**src/rtl/ps2_key_tracker.sv**
```systemverilog
// PS/2 set-2 receiver with make/break key tracking, press counter and sticky frame error.
// Optional ASCII translation of the held key is compiled in when PS2_ASCII_EN is defined.
module ps2_key_tracker #(
    parameter int unsigned TIMEOUT_CYCLES = 10000
) (
    input  logic       clk,
    input  logic       rst,
    input  logic       ps2_clk,
    input  logic       ps2_data,
    output logic [7:0] key_code,
    output logic       key_valid,
    output logic [7:0] press_cnt,
`ifdef PS2_ASCII_EN
    output logic [7:0] ascii,
`endif
    output logic       frame_err
);

    localparam int TW = (TIMEOUT_CYCLES > 1) ? $clog2(TIMEOUT_CYCLES + 1) : 1;
    localparam logic [TW-1:0] TMO_LAST = TW'(TIMEOUT_CYCLES - 1);

    typedef enum logic [0:0] {ST_IDLE = 1'b0, ST_BREAK = 1'b1} state_t;

    logic [2:0]    ps2_clk_sync_r;
    logic [1:0]    ps2_data_sync_r;
    logic          fall_s;
    logic          data_bit_s;
    logic [10:0]   shift_r;
    logic [10:0]   frame_s;
    logic          frame_ok_s;
    logic [3:0]    bit_cnt_r;
    logic [TW-1:0] tmo_cnt_r;
    logic          byte_valid_r;
    logic [7:0]    byte_r;
    state_t        state_r;

    function automatic logic odd_parity_ok(input logic [8:0] v);
        return ^v;
    endfunction

`ifdef PS2_ASCII_EN
    function automatic logic [7:0] set2_to_ascii(input logic [7:0] c);
        logic [7:0] a;
        case (c)
            8'h1C: a = 8'h41; 8'h32: a = 8'h42; 8'h21: a = 8'h43; 8'h23: a = 8'h44;
            8'h24: a = 8'h45; 8'h2B: a = 8'h46; 8'h34: a = 8'h47; 8'h33: a = 8'h48;
            8'h43: a = 8'h49; 8'h3B: a = 8'h4A; 8'h42: a = 8'h4B; 8'h4B: a = 8'h4C;
            8'h3A: a = 8'h4D; 8'h31: a = 8'h4E; 8'h44: a = 8'h4F; 8'h4D: a = 8'h50;
            8'h15: a = 8'h51; 8'h2D: a = 8'h52; 8'h1B: a = 8'h53; 8'h2C: a = 8'h54;
            8'h3C: a = 8'h55; 8'h2A: a = 8'h56; 8'h1D: a = 8'h57; 8'h22: a = 8'h58;
            8'h35: a = 8'h59; 8'h1A: a = 8'h5A;
            8'h45: a = 8'h30; 8'h16: a = 8'h31; 8'h1E: a = 8'h32; 8'h26: a = 8'h33;
            8'h25: a = 8'h34; 8'h2E: a = 8'h35; 8'h36: a = 8'h36; 8'h3D: a = 8'h37;
            8'h3E: a = 8'h38; 8'h46: a = 8'h39;
            default: a = 8'h00;
        endcase
        return a;
    endfunction
`endif

    // Pin synchronisers; bit 2 of the clock chain is the previous sample for edge detect
    always_ff @(posedge clk or posedge rst) begin
        if (rst) begin
            ps2_clk_sync_r  <= 3'b000;
            ps2_data_sync_r <= 2'b00;
        end else begin
            ps2_clk_sync_r  <= {ps2_clk_sync_r[1:0], ps2_clk};
            ps2_data_sync_r <= {ps2_data_sync_r[0], ps2_data};
        end
    end

    assign fall_s     = ps2_clk_sync_r[2] & ~ps2_clk_sync_r[1];
    assign data_bit_s = ps2_data_sync_r[1];
    // Frame as it will look once the current (stop) bit is shifted in; frame_s[0] is the start bit
    assign frame_s    = {data_bit_s, shift_r[10:1]};
    assign frame_ok_s = (frame_s[0] == 1'b0) && (frame_s[10] == 1'b1) &&
                        odd_parity_ok(frame_s[9:1]);

    // Bit receiver, frame check and inactivity timeout
    always_ff @(posedge clk or posedge rst) begin
        if (rst) begin
            shift_r      <= 11'd0;
            bit_cnt_r    <= 4'd0;
            tmo_cnt_r    <= '0;
            byte_valid_r <= 1'b0;
            byte_r       <= 8'd0;
            frame_err    <= 1'b0;
        end else begin
            byte_valid_r <= 1'b0;
            if (fall_s) begin
                tmo_cnt_r <= '0;
                shift_r   <= frame_s;
                if (bit_cnt_r == 4'd10) begin
                    bit_cnt_r <= 4'd0;
                    if (frame_ok_s) begin
                        byte_valid_r <= 1'b1;
                        byte_r       <= frame_s[8:1];
                    end else begin
                        frame_err <= 1'b1;
                    end
                end else begin
                    bit_cnt_r <= bit_cnt_r + 4'd1;
                end
            end else if (bit_cnt_r != 4'd0) begin
                if (tmo_cnt_r == TMO_LAST) begin
                    bit_cnt_r <= 4'd0;
                    tmo_cnt_r <= '0;
                end else begin
                    tmo_cnt_r <= tmo_cnt_r + 1'b1;
                end
            end else begin
                tmo_cnt_r <= '0;
            end
        end
    end

    // Make/break tracker; E0 prefixes are dropped so extended keys look like plain codes
    always_ff @(posedge clk or posedge rst) begin
        if (rst) begin
            state_r   <= ST_IDLE;
            key_code  <= 8'd0;
            key_valid <= 1'b0;
            press_cnt <= 8'd0;
`ifdef PS2_ASCII_EN
            ascii     <= 8'd0;
`endif
        end else if (byte_valid_r) begin
            case (state_r)
                ST_IDLE: begin
                    if (byte_r == 8'hF0) begin
                        state_r <= ST_BREAK;
                    end else if (byte_r == 8'hE0) begin
                        state_r <= ST_IDLE;
                    end else if (!key_valid || (byte_r != key_code)) begin
                        key_code  <= byte_r;
                        key_valid <= 1'b1;
                        press_cnt <= press_cnt + 8'd1;
`ifdef PS2_ASCII_EN
                        ascii     <= set2_to_ascii(byte_r);
`endif
                    end else begin
                        state_r <= ST_IDLE;
                    end
                end
                ST_BREAK: begin
                    if (byte_r == key_code) begin
                        key_valid <= 1'b0;
                    end else begin
                        key_valid <= key_valid;
                    end
                    state_r <= ST_IDLE;
                end
                default: state_r <= ST_IDLE;
            endcase
        end else begin
            state_r <= state_r;
        end
    end

endmodule

```
**config.mk**
```make
export PLATFORM = sky130hd
export DESIGN_NAME = ps2_key_tracker
export DESIGN_NICKNAME = d
export VERILOG_FILES = /design/src/rtl/ps2_key_tracker.sv
export SDC_FILE = /design/constraint.sdc
export NUM_CORES = 1
export LEC_CHECK = 0
export BUFFER_PORTS_ARGS = -buffer_cell sky130_fd_sc_hd__buf_2
export CAP_MARGIN = 5
export CORE_MARGIN = 4
export CORE_UTILIZATION = 59
export DETAILED_ROUTE_END_ITERATION = 7
export GPL_ROUTABILITY_DRIVEN = 0
export MAX_ROUTING_LAYER = met4
export PLACE_DENSITY_LB_ADDON = 0.05
export SLEW_MARGIN = 0
export SYNTH_ARGS = -nofsm -noshare
export SYNTH_HDL_FRONTEND = slang
export SYNTH_SLANG_ARGS = --single-unit
```
**constraint.sdc**
```tcl
create_clock -name clk -period 2.3 [get_ports clk]
set_input_delay 0.46 -clock clk [delete_from_list [all_inputs] [get_ports clk]]
set_output_delay 0.46 -clock clk [all_outputs]
set_load 0.02 [all_outputs]
```
# Word-level counts from Yosys, hierarchy flattened
# Index checks and enable logic that the tools add are counted.
op_classes:
  n_addsub: 3
  n_eq_ne: 10
  n_mul: 0
  n_bitwise: 7
  n_reduce_logical: 13
  shift: 0
  n_div: 0
  n_lt_le_gt_ge: 0
  mux: 17
op_table:
  columns: ["cell", "n"]
  rows:
  - ["$mux W14", 3]
  - ["$eq A8 B8 Y1 const B", 2]
  - ["$mux W4", 4]
  - ["$add A14 B1 Y14 const B", 1]
  - ["$eq A14 B14 Y1 const B", 1]
  - ["$reduce_and A5 Y1", 2]
  - ["$reduce_xor A9 Y1", 1]
  - ["$add A8 B1 Y8 const B", 1]
  - ["$eq A8 B8 Y1", 1]
  - ["$mux W1", 8]
  - ["$ne A8 B8 Y1", 1]
  - ["$ne A2 B2 Y1 const B", 3]
  - ["$not A1 Y1", 6]
  - ["$reduce_and A3 Y1", 2]
  - ["$add A4 B1 Y4 const B", 1]
  - ["$eq A4 B4 Y1 const B", 1]
  - ["$pmux W1 S2", 2]
  - ["$reduce_bool A2 Y1", 2]
  - ["$reduce_bool A4 Y1", 1]
  - ["$logic_and A1 B1 Y1", 2]
  - ["$ne A2 B1 Y1 const B", 1]
  - ["$reduce_and A2 Y1", 1]
  - ["$and A1 B1 Y1", 1]
  - ["$logic_not A1 Y1", 1]
  - ["$logic_or A1 B1 Y1", 1]
totals:
  ram_bits: 0
  in_bits: 4
  latch_bits: 0
  mem_bits_ro: 0
  regBits: 62
  n_memories: 0
  elab_cells: 62
  out_inout_bits: 18

# Longest topological paths before layout
# Gate-level depths: netlist of the first run.
depth:
  depth_word: 6
  depth_mapped: 7
  ltp_nobuf: 7

# Least setup slack after synthesis of the first run
# No wires, ideal clock.
synth_timing:
  path_type: "register to register"
  start: "register key_code[4]"
  end: "register key_code[1]"
  path_buffers: 1
  stages_incl_launch_ff: 6
  path_slack_ps: 431
  t_required_ps: 2175
  synth_period_minus_slack_ps: 1869
  setup_ps: 125
  arrival_ps: 1744
  cell_sequence: "dfrtp_1 > xor2_1 > nor4_1 > a311oi_2 > buf_6 > mux2_2"
synth_via:
  elab_chain_len: 3
synth_lines:
  columns: ["element", "line", "rtl"]
  rows:
  - ["from (decl)", "10", "output logic [7:0] key_code,"]
  - ["from (signal assigned)", "135", "key_code <= byte_r;"]
  - ["$ne A8 B8 Y1", "134", "end else if (!key_valid || (byte_r != key_code)) begin"]
  - ["$logic_or A1 B1 Y1", "134", null]
  - ["$reduce_and A5 Y1 (no source line)", null, null]
# No other way between the ends.
# A chain may end at the register's enable or synchronous reset.

# Worst setup path after layout of the first run
layout_timing:
  start: "register tmo_cnt_r[6]"
  end: "register tmo_cnt_r[2]"
layout_via:
  elab_chain_len: 4
layout_lines:
  columns: ["element", "line", "rtl"]
  rows:
  - ["from (decl)", "32", "logic [TW-1:0] tmo_cnt_r;"]
  - ["from (signal assigned)", "109", "tmo_cnt_r <= tmo_cnt_r + 1'b1;"]
  - ["$eq A14 B14 Y1", "105", "if (tmo_cnt_r == TMO_LAST) begin"]
  - ["$mux W14", "105", null]
  - ["$mux W14", "104", "end else if (bit_cnt_r != 4'd0) begin"]
  - ["$mux W14", "90", "if (fall_s) begin"]
# No other way between the ends.

==> reports/results.txt, run 1 <==
CTS buffer count = 9
post-cts sizing count = 0
# setup viols final = 0
CTS tree = done
die width = 75.8 um
global route overflow = 0
I/O pin cnt = 22
Starting Density = 61.5%
DRC violation total after the first TritonRoute iteration = 56
final slew viol count = 0
chip height = 75.8 um
VDD IR max = 665 uV
setup ws final = 164 ps
core area = 4410 um^2
CP required = 2500 ps
Clock Latency Late Sink = 330 ps
# fillers = 328
Critical Path End Type = flip-flop
most common cell after layout, fill and taps aside = dfrtp_1
Synth Net Count = 250
Cells after Synth = 241
num rows = 24
Synth Cell Area = 2710 um^2
Pleak = 1.60 nW
DIE AREA = 5750 um^2
DRC Markers = 0
CTS clk-pin slew, worst paths = 60 ps
RSZ-0062 raised after global routing = false
total track usage = 18.4%
synthesis-stage register bit count = 61
DR WL/cell = 13.8 um
crit start category = flip-flop
FMAX = 0.468 GHz
Via Count = 1,762
Yosys cell types = 35
pwr/cell area = 796 nW/um^2
worst-path maximum fanout = 13
Post-CTS Hold Buffers = 0
first-pass GRT wire length = 7.63 mm
# diodes = 0
Final Critical Period = 2140 ps
Seq/Total Area, Yosys = 56.2%
syn_area_per_cell = 11.3 um^2
DP Worst Slack = 167 ps
clk_skew = 6.61 ps
actual slew at the worst max-slew pin = 636 ps
proportion of layout cells with a drive suffix above 1 = 20.6%
min-delay worst type = input pin to asynchronous set/reset pin
initial antenna violation count = 0
CTS max path bufs = 2
vias in the first global route = 1,691
Setup CP Type = flip-flop to flip-flop
Final Hold Fails = 0
drt pass-1 iters = 4
critical path arrival = 2330 ps
Sink Count = 61
Slew headroom = 57.6%
largest net degree at the start of global routing = 62
fin nets = 281
ANT nets after route = 0
DPL Wire Length = 3.08 mm
clock root buffer = clkbuf_8
number of setup buffers added after CTS = 0
Ys Warns = 0
H-tree depth = 3
DR vias/cell = 5.36
max_cap viols = 0
I/O Buffers = 21
area grow syn2layout = 12.9%
Tcrit/Tclk final = 92.9%
commonest non-fill, non-tap cells in the layout = dfrtp_1, nand2_1, nor2_1, buf_2
run status = completed
WL final = 4.55 mm
setup total negative slack = 0 ps
[final timing paths]
kind	start	end	slack, ps	cells past startpoint
setup / recovery	tmo_cnt_r[6]	tmo_cnt_r[2]	160	5
hold / removal	rst	tmo_cnt_r[0]	180	3
setup reg to reg	tmo_cnt_r[6]	tmo_cnt_r[2]	160	5
hold reg to reg	ps2_clk_sync_r[0]	ps2_clk_sync_r[1]	350	0
max in group asynchronous	rst	key_code[0]	1860	3
min in group clk	ps2_clk	ps2_clk_sync_r[0]	240	1
[where the power goes]
group	internal, mW	total [mW]	switching (mW)	leakage (nW)
Combinational	0.167	0.362	0.195	0.691
Sequential	1.16	1.25	0.0962	0.821
Clock	0.450	0.825	0.375	0.0877
Total	1.77	2.44	0.666	1.60
[sequential cells by signal, summed over array words and instances, names as in the netlist]
register,flops
ps2_clk_sync_r,3
press_cnt,8
key_valid,1
key_code,8
bit_cnt_r,4
state_r,1
byte_r,8
byte_valid_r,1
ps2_data_sync_r,2
tmo_cnt_r,14
frame_err,1
shift_r,10
[synth_stat cells (all sizes together)]
| cell type | n | area [um^2] |
|---|---|---|
| nor4bb | 1 | 10.0 |
| xnor2 | 17 | 156 |
| or4bb | 1 | 11.3 |
| nand4 | 7 | 43.8 |
| nor3 | 1 | 5.00 |
| and3 | 6 | 37.5 |
| ha | 5 | 62.6 |
| nor2 | 22 | 82.6 |
| inv | 6 | 22.5 |
| a21o | 1 | 7.51 |
| buf | 2 | 18.8 |
| nand2 | 44 | 165 |
| nor2b | 1 | 6.26 |
| xnor3 | 1 | 22.5 |
| mux2 | 17 | 195 |
| nand3 | 10 | 62.6 |
| or4 | 1 | 7.51 |
| o21ai | 6 | 30.0 |
| a21oi | 2 | 10.0 |
| o22ai | 1 | 6.26 |
| and2b | 1 | 7.51 |
| clkbuf | 2 | 7.51 |
| nand3b | 1 | 7.51 |
| xor2 | 16 | 140 |
| a311oi | 1 | 15.0 |
| and2 | 1 | 6.26 |
| nor4 | 3 | 18.8 |
| a31oi | 1 | 6.26 |
| nand2b | 1 | 6.26 |
| a22o | 1 | 8.76 |
| dfrtp | 61 | 1530 |
[per-layer routing]
metal	share of wire, %	vias up	GRT usage [%]
li1	-	866	-
met1	48	852	24.3
met2	47	36	26.7
met3	3.5	8	4.75
met4	1.0	0	8.16
met5	0	-	-
[area by class of cell]
| type | instances | area, um^2 | area share [%] |
|---|---|---|---|
| sequential | 61 | 1530 | 49.8 |
| multi-input combinational | 170 | 1140 | 37.2 |
| clock buffer | 15 | 166 | 5.43 |
| timing repair buffer | 24 | 140 | 4.57 |
| tap | 52 | 65.1 | 2.12 |
| inverter | 6 | 22.5 | 0.735 |
| clock inverter | 1 | 5.00 | 0.163 |
[per-stage QoR]
stage / power, mW / cells / instance area, um^2 / utilization (%) / hold WS, ps
CTS: 2.47 / 329 / 3060 / 69.4 / 190
global placement: 1.62 / 313 / 2890 / 65.5 / 341
floorplan: 1.56 / 241 / 2710 / - / 331
detailed placement: 1.63 / 313 / 2890 / 65.5 / 340
finish: 2.44 / 329 / 3060 / 69.4 / 185
global route: 2.56 / 329 / 3060 / 69.4 / 201
[cell families (layout without fill, tap and decap cells)]
kind of cell	Yosys count	in the layout	share of synthesized area (%)
AOI/OAI and AO/OA	13	13	3.09
muxes	17	17	7.19
and+or+nand+nor	101	101	17.6
DFF	61	61	56.2
buffers and inverters	10	46	1.80
adders and majority gates	5	5	2.31
xor gates and xnor gates	34	34	11.8
[critical path: stages (launching register included)]
cell and delay [ps]:
dfrtp_1 420, or4_1 530, nor4_1 450, nor2_1 130, nand2_1 370, nor2_1 100
(Power assumes the default switching activity.)
==> run 2: changes to the inputs <==
--- a/config.mk
+++ b/config.mk
@@ -8,7 +8,7 @@
 export BUFFER_PORTS_ARGS = -buffer_cell sky130_fd_sc_hd__buf_2
 export CAP_MARGIN = 5
 export CORE_MARGIN = 4
-export CORE_UTILIZATION = 59
+export CORE_UTILIZATION = 63
 export DETAILED_ROUTE_END_ITERATION = 7
 export GPL_ROUTABILITY_DRIVEN = 0
 export MAX_ROUTING_LAYER = met4
==> constraint.sdc (replaced) <==
create_clock -name clk -period 2.5 [get_ports clk]
set_input_delay 0.5 -clock clk [delete_from_list [all_inputs] [get_ports clk]]
set_output_delay 0.5 -clock clk [all_outputs]
set_load 0.02 [all_outputs]
==> reports/results.txt, run 2 (synthesized netlist as in run 1, its figures left out) <==
Post-CTS Hold Buffers = 0
die width = 73.6 um
critical path arrival = 2360 ps
max FFs per register = 14
Final Hold Fails = 0
final slew viol count = 0
RSZ-0062 raised after global routing = false
Top Registers = tmo_cnt_r (14), shift_r (10)
CTS clk-pin slew, worst paths = 70 ps
switching portion of total power = 26.7%
total track usage = 21.0%
placed standard-cell area = 2880 um^2
Final Total Pwr = 2.35 mW
H-tree depth = 3
Starting Density = 66.4%
most common cell after layout, fill and taps aside = dfrtp_1
I/O Buffers = 21
# setup viols final = 0
run status = completed
crit start category = flip-flop
DR vias/cell = 5.46
WL final = 4.69 mm
first-pass GRT wire length = 8.27 mm
clk_skew = 6.13 ps
clock network power share = 36.9%
Finished Cell Area = 3090 um^2
VDD IR max = 641 uV
drt pass-1 iters = 4
worst-path maximum fanout = 13
DPL Wire Length = 3.15 mm
commonest non-fill, non-tap cells in the layout = dfrtp_1, nand2_1, nor2_1, buf_2
P_int = 1.72 mW
I/O pin cnt = 22
largest net degree at the start of global routing = 28
FMAX = 0.464 GHz
CTS tree = done
# diodes = 0
DRC Markers = 0
CTS buffer count = 9
ANT nets after route = 0
DIE AREA = 5420 um^2
Setup CP Type = flip-flop to flip-flop
pwr/cell area = 760 nW/um^2
initial antenna violation count = 0
area grow syn2layout = 13.8%
fin nets = 281
actual slew at the worst max-slew pin = 779 ps
max_cap viols = 0
Clock Latency Late Sink = 330 ps
placed insts = 311
global route overflow = 0
CP required = 2700 ps
hold_ws = 206 ps
Sink Count = 61
chip height = 73.6 um
num rows = 23
DR WL/cell = 14.4 um
Tcrit/Tclk final = 86.2%
DRC violation total after the first TritonRoute iteration = 86
min-delay worst type = input pin to asynchronous set/reset pin
Comb power frac = 14.1%
Critical Path End Type = flip-flop
Top reg by flops = tmo_cnt_r
clock root buffer = clkbuf_8
CTS max path bufs = 2
# fillers = 297
P_sw = 0.627 mW
setup total negative slack = 0 ps
core area = 4090 um^2
Slew headroom = 48.1%
share of power burned in registers = 49.0%
Pleak = 1.61 nW
number of setup buffers added after CTS = 0
proportion of layout cells with a drive suffix above 1 = 21.7%
vias in the first global route = 1,789
Via Count = 1,779
Final Critical Period = 2150 ps
post-route insts no fill = 326
run 2: final timing paths:
path / startpoint / endpoint / slack [ps] / depth (start not counted)
worst max-delay path: tmo_cnt_r[6] / tmo_cnt_r[6] / 350 / 5
worst min-delay path: rst / tmo_cnt_r[13] / 210 / 2
worst max register to register: tmo_cnt_r[6] / tmo_cnt_r[6] / 350 / 5
worst min register to register: ps2_data_sync_r[0] / ps2_data_sync_r[1] / 350 / 0
max in group asynchronous: rst / shift_r[10] / 1640 / 3
min in group clk: ps2_data / ps2_data_sync_r[0] / 270 / 1
run 2: what timing repair did:
item,4_1_cts,5_1_grt
setup endpoints to repair,0,3
resized for setup,0,1
endpoints found under the hold margin,0,0
run 2: metrics by stage:
stage	setup WS, ps	utilization (%)
finish	346	75.6
detailed placement	251	70.4
CTS	204	75.3
floorplan	487	-
global route	188	75.6
global placement	248	70.4
run 2: routing by layer:
| layer | vias up | share of wire (%) | global-route usage [%] |
|---|---|---|---|
| met3 | 9 | 3.0 | 4.10 |
| met4 | 0 | 2.6 | 12.1 |
| met1 | 873 | 44 | 26.3 |
| li1 | 868 | - | - |
| met2 | 29 | 50 | 31.9 |
| met5 | - | 0 | - |
run 2: area by class of cell:
class                           instances  area, um^2  area share [%]
Tap cell                               50        62.6            2.03
Multi-Input combinational cell        170        1150            37.2
Clock inverter                          4        47.5            1.54
Sequential cell                        61        1530            49.4
Inverter                                6        22.5           0.729
Clock buffer                           11         151            4.90
Timing Repair Buffer                   24         128            4.13
run 2: critical path: stages, from the launching register on:
cell and delay [ps]:
dfrtp_1 430, or4_1 530, nor4_1 450, nor2_1 130, nand2_1 360, nor2_1 120
run 2: power groups by stage:
stage | Combinational [mW] | Sequential (mW) | Clock (mW)
4_1_cts | 0.336 | 1.15 | 0.885
5_1_grt | 0.377 | 1.16 | 0.924
3_3_place_gp | 0.326 | 1.16 | 0
6_report | 0.331 | 1.15 | 0.866
3_5_place_dp | 0.332 | 1.17 | 0
2_1_floorplan | 0.284 | 1.15 | 0
